<file path="config.mk">
export PLATFORM = sky130hd
export DESIGN_NAME = mem_access_stage
export DESIGN_NICKNAME = d
export VERILOG_FILES = /design/src/rtl/mem_access_stage.sv
export SDC_FILE = /design/constraint.sdc
export NUM_CORES = 1
export LEC_CHECK = 0
export BUFFER_PORTS_ARGS = -buffer_cell sky130_fd_sc_hd__buf_2
export CAP_MARGIN = 20
export CORE_MARGIN = 10
export CORE_UTILIZATION = 44
export CTS_CLUSTER_DIAMETER = 120
export DETAILED_ROUTE_END_ITERATION = 8
export PLACE_DENSITY_LB_ADDON = 0.15
export SLEW_MARGIN = 10
export SYNTH_ARGS = -nofsm -noshare
export SYNTH_HDL_FRONTEND = slang
export SYNTH_SLANG_ARGS = --single-unit
</file>
<file path="constraint.sdc">
create_clock -name clk -period 4.4 [get_ports clk]
set_clock_uncertainty 0.2 [all_clocks]
set_input_delay 0.66 -clock clk [delete_from_list [all_inputs] [get_ports clk]]
set_output_delay 0.66 -clock clk [all_outputs]
set_load 0.005 [all_outputs]
</file>
<file path="src/rtl/mem_access_stage.sv">
// MEM stage: word load/store over a req/ack data bus, stall request while busy, MEM/WB register.
// Optional MEM_TIMEOUT_EN aborts a bus access after TIMEOUT_CYCLES cycles without dmem_ack.
module mem_access_stage #(
    parameter int TIMEOUT_CYCLES = 16,
    parameter int CNT_W          = 5
) (
    input  logic        clk,
    input  logic        reset,
    input  logic [4:0]  stall,
    input  logic [31:0] alu_res_in,
    input  logic [31:0] op2_in,
    input  logic [31:0] pc_in,
    input  logic [4:0]  regwr_ad_in,
    input  logic        memread_in,
    input  logic        memwrite_in,
    input  logic        regwrite_in,
    input  logic [1:0]  mem2reg_in,
    output logic        dmem_req,
    output logic        dmem_we,
    output logic [31:0] dmem_addr,
    output logic [31:0] dmem_wdata,
    input  logic        dmem_ack,
    input  logic [31:0] dmem_rdata,
    output logic        stall_req,
    output logic        mem_err,
    output logic [31:0] wb_data,
    output logic [4:0]  wb_regwr_ad,
    output logic        wb_regwrite
);

    typedef enum logic [1:0] {IDLE, BUSY, DONE} state_t;

    state_t      state_q, state_d;
    logic        dmem_req_q, dmem_req_d;
    logic        dmem_we_q, dmem_we_d;
    logic [31:0] dmem_addr_q, dmem_addr_d;
    logic [31:0] dmem_wdata_q, dmem_wdata_d;
    logic [31:0] rdata_q, rdata_d;
    logic        mem_err_q, mem_err_d;
    logic [31:0] wb_data_q, wb_data_d;
    logic [4:0]  wb_regwr_ad_q, wb_regwr_ad_d;
    logic        wb_regwrite_q, wb_regwrite_d;
`ifdef MEM_TIMEOUT_EN
    logic [CNT_W-1:0] cnt_q, cnt_d;
`endif

    logic mem_op;
    logic misaligned;
    logic unused_stall;

    assign mem_op       = memread_in | memwrite_in;
    assign misaligned   = mem_op & (alu_res_in[1:0] != 2'b00);
    assign unused_stall = ^stall[3:0];

    always_comb begin
        state_d      = state_q;
        dmem_req_d   = dmem_req_q;
        dmem_we_d    = dmem_we_q;
        dmem_addr_d  = dmem_addr_q;
        dmem_wdata_d = dmem_wdata_q;
        rdata_d      = rdata_q;
        mem_err_d    = 1'b0;
        stall_req    = 1'b0;
`ifdef MEM_TIMEOUT_EN
        cnt_d        = cnt_q;
`endif
        case (state_q)
            IDLE: begin
                if (mem_op && !misaligned) begin
                    stall_req    = 1'b1;
                    dmem_req_d   = 1'b1;
                    dmem_we_d    = memwrite_in;
                    dmem_addr_d  = alu_res_in;
                    dmem_wdata_d = op2_in;
`ifdef MEM_TIMEOUT_EN
                    cnt_d        = '0;
`endif
                    state_d      = BUSY;
                end else if (misaligned) begin
                    mem_err_d = 1'b1;
                end
            end
            BUSY: begin
                stall_req = 1'b1;
                if (dmem_ack) begin
                    // Stores capture 0 so a stale load value never leaks to write-back.
                    rdata_d    = dmem_we_q ? 32'd0 : dmem_rdata;
                    dmem_req_d = 1'b0;
                    state_d    = DONE;
`ifdef MEM_TIMEOUT_EN
                end else if (cnt_q == CNT_W'(TIMEOUT_CYCLES - 1)) begin
                    rdata_d    = 32'd0;
                    dmem_req_d = 1'b0;
                    mem_err_d  = 1'b1;
                    state_d    = DONE;
                end else begin
                    cnt_d = cnt_q + 1'b1;
`endif
                end
            end
            DONE: begin
                if (!stall[4]) begin
                    state_d = IDLE;
                end
            end
            default: state_d = IDLE;
        endcase
    end

    always_comb begin
        wb_data_d     = wb_data_q;
        wb_regwr_ad_d = wb_regwr_ad_q;
        wb_regwrite_d = wb_regwrite_q;
        if (!stall[4]) begin
            if (stall_req) begin
                wb_data_d     = 32'd0;
                wb_regwr_ad_d = 5'd0;
                wb_regwrite_d = 1'b0;
            end else begin
                wb_regwr_ad_d = regwr_ad_in;
                wb_regwrite_d = regwrite_in;
                case (mem2reg_in)
                    2'b01:   wb_data_d = misaligned ? 32'd0 : rdata_q;
                    2'b10:   wb_data_d = pc_in + 32'd4;
                    default: wb_data_d = alu_res_in;
                endcase
            end
        end
    end

    always_ff @(posedge clk or posedge reset) begin
        if (reset) begin
            state_q       <= IDLE;
            dmem_req_q    <= 1'b0;
            dmem_we_q     <= 1'b0;
            dmem_addr_q   <= 32'd0;
            dmem_wdata_q  <= 32'd0;
            rdata_q       <= 32'd0;
            mem_err_q     <= 1'b0;
            wb_data_q     <= 32'd0;
            wb_regwr_ad_q <= 5'd0;
            wb_regwrite_q <= 1'b0;
`ifdef MEM_TIMEOUT_EN
            cnt_q         <= '0;
`endif
        end else begin
            state_q       <= state_d;
            dmem_req_q    <= dmem_req_d;
            dmem_we_q     <= dmem_we_d;
            dmem_addr_q   <= dmem_addr_d;
            dmem_wdata_q  <= dmem_wdata_d;
            rdata_q       <= rdata_d;
            mem_err_q     <= mem_err_d;
            wb_data_q     <= wb_data_d;
            wb_regwr_ad_q <= wb_regwr_ad_d;
            wb_regwrite_q <= wb_regwrite_d;
`ifdef MEM_TIMEOUT_EN
            cnt_q         <= cnt_d;
`endif
        end
    end

    assign dmem_req    = dmem_req_q;
    assign dmem_we     = dmem_we_q;
    assign dmem_addr   = dmem_addr_q;
    assign dmem_wdata  = dmem_wdata_q;
    assign mem_err     = mem_err_q;
    assign wb_data     = wb_data_q;
    assign wb_regwr_ad = wb_regwr_ad_q;
    assign wb_regwrite = wb_regwrite_q;

endmodule
</file>
# Word level (Yosys, flattened, before mapping)

Index checks and enable logic that the tools add are counted.

Eq/ne operators: 7
Multiplexer cells: 18
$add $sub $neg: 1
Bitwise operators: 2
Reduce and logical (&&, ||, !) cells: 9

Operator list:

| cell                  | count |
|---|---|
| $mux 32               | 3 |
| $pmux 32 s2           | 1 |
| $add 32x3->32 const B | 1 |
| $mux 1                | 7 |
| $mux 2                | 3 |
| $ne 2x2->1 const B    | 3 |
| $pmux 2 s3            | 1 |
| $reduce_and 3->1      | 2 |
| $mux 5                | 1 |
| $eq 2x1->1 const B    | 2 |
| $eq 2x2->1 const B    | 2 |
| $pmux 1 s2            | 2 |
| $reduce_and 2->1      | 2 |
| $reduce_bool 2->1     | 2 |
| $logic_not 2->1       | 1 |
| $and 1x1->1           | 1 |
| $logic_and 1x1->1     | 1 |
| $logic_not 1->1       | 1 |
| $or 1x1->1            | 1 |

Register bits after elaboration: 139
Output and inout bits: 106

# Longest topological paths before layout

Word-level depth: 7
Gate-level depth with buffers: 10
Mapped depth without buffers: 7

# Least setup slack after synthesis

No wires, ideal clock.

Kind: input to register
From: in mem2reg_in[0]
To: reg wb_data_q[20] (netlist: wb_data[20])
Setup time: 0.127 ns
Stages: 10
Arrival: 2.118 ns
Data required time: 4.073 ns
Path slack: 1.955 ns
Buffers on the path: 3
Cell sequence: inv_1 -> ha_1 -> clkbuf_1 -> inv_1 -> and3_1 -> clkbuf_1 -> clkbuf_1 -> a22o_1 -> a22oi_1 -> o21ai_1

Word-level cells in the longest chain between the ends: 3

Ends and longest elaborated chain:

| item                                            | RTL line | source |
|---|---|---|
| start, declared                                 | 17       | `input logic [1:0] mem2reg_in,` |
| $eq 2x2->1 / $eq 2x1->1 (equally long branches) | 122      | `case (mem2reg_in)` |
| $pmux 32 s2 *                                   | 122      |  |
| $mux 32 *                                       | 115      | `if (stall_req) begin` |
| end signal, assigned                            | 154      | `wb_data_q <= wb_data_d;` |
| end, declared                                   | 40       | `logic [31:0] wb_data_q, wb_data_d;` |

Every way passes the cells marked *; elsewhere a longest branch is shown, timed or not.
A chain may end at the register's enable or synchronous reset.

# Worst setup path in the final report

From: in alu_res_in[0]
To: out stall_req

Word-level cells in the longest chain between the ends: 6

Ends and longest elaborated chain:

| item              | RTL line | source |
|---|---|---|
| start, declared   | 10       | `input logic [31:0] alu_res_in,` |
| $reduce_bool 2->1 | 52       | `assign misaligned = mem_op & (alu_res_in[1:0] != 2'b00);` |
| $and 1x1->1       | 52       |  |
| $logic_not 1->1   | 69       | `if (mem_op && !misaligned) begin` |
| $logic_and 1x1->1 | 69       |  |
| $mux 1            | 69       |  |
| $pmux 1 s2        | 67       | `case (state_q)` |
| end, declared     | 24       | `output logic stall_req,` |

No other way between the ends.

==> flow_metrics.tcl <==
set metrics [dict create \
    timing.final.max_slew_violations 0 \
    layout.core_utilization_pct 58.8 \
    detail_route.vias_per_cell 5.37 \
    total_leakage_power_nw 4.03 \
    htree_levels 4 \
    clock_sink_count 139 \
    endpoint_kind "output port" \
    first_pass_grt_wire_length_mm 31.5 \
    clkSlewWorstSetupHoldPaths_ns 0.06 \
    critPathArrivalTime_ns 1.91 \
    globalplace.congestion 0.845 \
    worst_hold_path_type "primary input to asynchronous set/reset pin" \
    number_of_nets_in_the_synthesized_netlist 755 \
    routed_wire_length_per_instance_um 19.7 \
    synth_top_area_cells "dfrtp_1 (53%), mux2_2 (11%), o21ai_0 (5.2%)" \
    clk_latency_ns 0.42 \
    fmax_mhz 361 \
    largest_net_degree_at_the_start_of_global_routing 140 \
    sum_of_routed_wire_length_over_all_layers_mm 20.5 \
    area_delta_synth_final_pct 30.7 \
    place_area_um2 7920 \
    vias_in_the_first_global_route 5852 \
    synth_largest_area_cell "dfrtp_1" \
    yosysUniqueCellTypes 48 \
    yosysSeqAreaShare_pct 53.2 \
    final_antenna_net_count 0 \
    design.final.nets 990 \
    antenna_violations_before_repair 5 \
    layout.filler_cells 1282 \
    start_util_pct 45.0 \
    report.final.setup_viol 0 \
    power.share.clock_pct 33.2 \
    power_frac_comb_pct 23.3 \
    core_um2 14500 \
    detail_route.first_pass.iterations 5 \
    floorplan.io_pins 252 \
    syn_area_per_cell_um2 10.8 \
    cell_internal_pwr_mw 3.10 \
    cap_violations 0 \
    yosys_register_bits 139 \
    grt_setup_unrepaired "no" \
    final-hold-violation-count 0 \
    critical_path_class "primary input to output port" \
    synth-edff-count 0 \
    power.share.switching_pct 29.1 \
    switchingPower_mw 1.27 \
    fin_area_um2 8550 \
    cts.root.buffer_cell "clkbuf_16" \
    yosys_warnings 0 \
    max-slew-margin-rel_pct 43.0 \
    area.sequential_um2 3480 \
    crit_path_start_kind "primary input" \
    powerDensity_nw_per_um2 511 \
    cts_tree "yes" \
    drt_iter0_drc 258 \
    synthArstFlopShare_pct 100 \
    seqPwrFrac_pct 43.5 \
    rows 44 \
    global_route_overflow 0 \
    chipWidth_um 142 \
    p_total_mw 4.37 \
    timing.final.crit_share_pct 62.9 \
    post_cts_resized 0 \
    synth_ff_type "dfrtp_1" \
    post_cts_buffers 0 \
    synthCells 606 \
    die-height_um 142 \
    ir_worst_vdd_v 0.000321 \
    clockBufferDepth 2 \
    cts-hold-fix-buffers 0 \
    drive_above_1_share_pct 42.4 \
    port_buffers 247 \
    synthMostInstantiatedCell "dfrtp_1" \
    die_area_um2 20100 \
    timing.setup.tns_ns 0 \
    gr-usage-all-layers_pct 19.9 \
    dp_hpwl_mm 15.0 \
    detailroute.via_count 5585 \
    synth_top_cells_by_count "dfrtp_1 (139), nand2_1 (77), o21ai_0 (68)" \
    critPathMaxFanout 9 \
    worst_pin_slew_ns 0.855 \
    drc 0 \
    yosys.area.top_type_share_pct 53.2 \
    worst-endpoint-required_ns 3.54 \
    period_minus_slack_ns 2.77 \
    multi_input_area_um2 2860 \
    netlist_area_before_placement_um2 6540 \
    result_of_the_run "finished, final reports clean" \
    numCtsBuffers 17 \
]
[layout by cell type, fill, tap and decap left out, drive strengths merged, types with 15 or more instances in the layout]
cell type and instances:
o21ai 77, nand2 77, buf 255, clkbuf 18, dfrtp 139, xnor2 22, a221oi 15, nand2b 32
a22oi 16, mux2 63
[layer usage]
metal  wire length (um)  track usage (%)
met4                383             7.21
met2               9660             31.7
met5                 27                0
met1               8420             23.7
met3               1980             7.88
[logic make-up (layout without fill, tap and decap cells)]
group / after synthesis / count (layout) / share of synthesized area (%)
compound gates: 146 / 146 / 14.5
xor+xnor: 27 / 27 / 3.62
fa+ha+maj: 3 / 3 / 0.574
buf+inv: 51 / 299 / 3.22
flops: 139 / 139 / 53.2
mux: 63 / 63 / 10.9
other cells: 0 / 3 / 0
simple gates: 177 / 177 / 14.0
[state kept, by name, summed over array words and instances, names as in the netlist]
name	cells
wb_data	32
wb_regwrite	1
dmem_wdata	32
state_q	2
dmem_we	1
wb_regwr_ad	5
rdata_q	32
dmem_req	1
dmem_addr	32
mem_err	1
[power groups by stage]
stage	registers, mW	clock network, mW	logic [mW]
after floorplan	1.89	0	0.531
after global placement	1.90	0	1.01
after detailed placement	1.93	0	1.04
after CTS	1.91	1.48	1.04
after global routing	1.96	1.54	1.15
final	1.90	1.45	1.02
[critical path: stages]
cell and delay, ns:
buf_2 0.12, nor2_1 0.25, o21ai_0 0.16, a21o_1 0.35, inv_2 0.21, buf_2 0.15
[per-stage QoR]
stage / hold WS [ns] / std cells / setup WS (ns)
2_1_floorplan: 0.246 / 606 / 1.80
3_3_place_gp: 0.257 / 1005 / 1.51
3_5_place_dp: 0.263 / 1005 / 1.51
4_1_cts: 0.255 / 1037 / 1.65
5_1_grt: 0.261 / 1039 / 1.57
6_report: 0.269 / 1041 / 1.63
[cell type report]
class | instances | share of cell area [%]
Sequential cell | 139 | 40.7
Multi-Input combinational cell | 416 | 33.5
Clock inverter | 14 | 2.02
Clock buffer | 18 | 5.02
Tap cell | 184 | 2.69
Antenna cell | 3 | 0.0878
Timing Repair Buffer | 255 | 15.5
Inverter | 12 | 0.571
[worst paths after layout]
check	slack, ns	start	end	cells past startpoint
max reg2reg	1.95	state_q[0]	wb_data[27]	6
max in group asynchronous	3.18	reset	state_q[1]	3
min reg2reg	0.28	rdata_q[29]	rdata_q[29]	2
min	0.27	reset	wb_regwr_ad[0]	3
max	1.63	alu_res_in[0]	stall_req	6
min in group clk	0.27	op2_in[5]	dmem_wdata[5]	2
(Power assumes the default switching activity.)
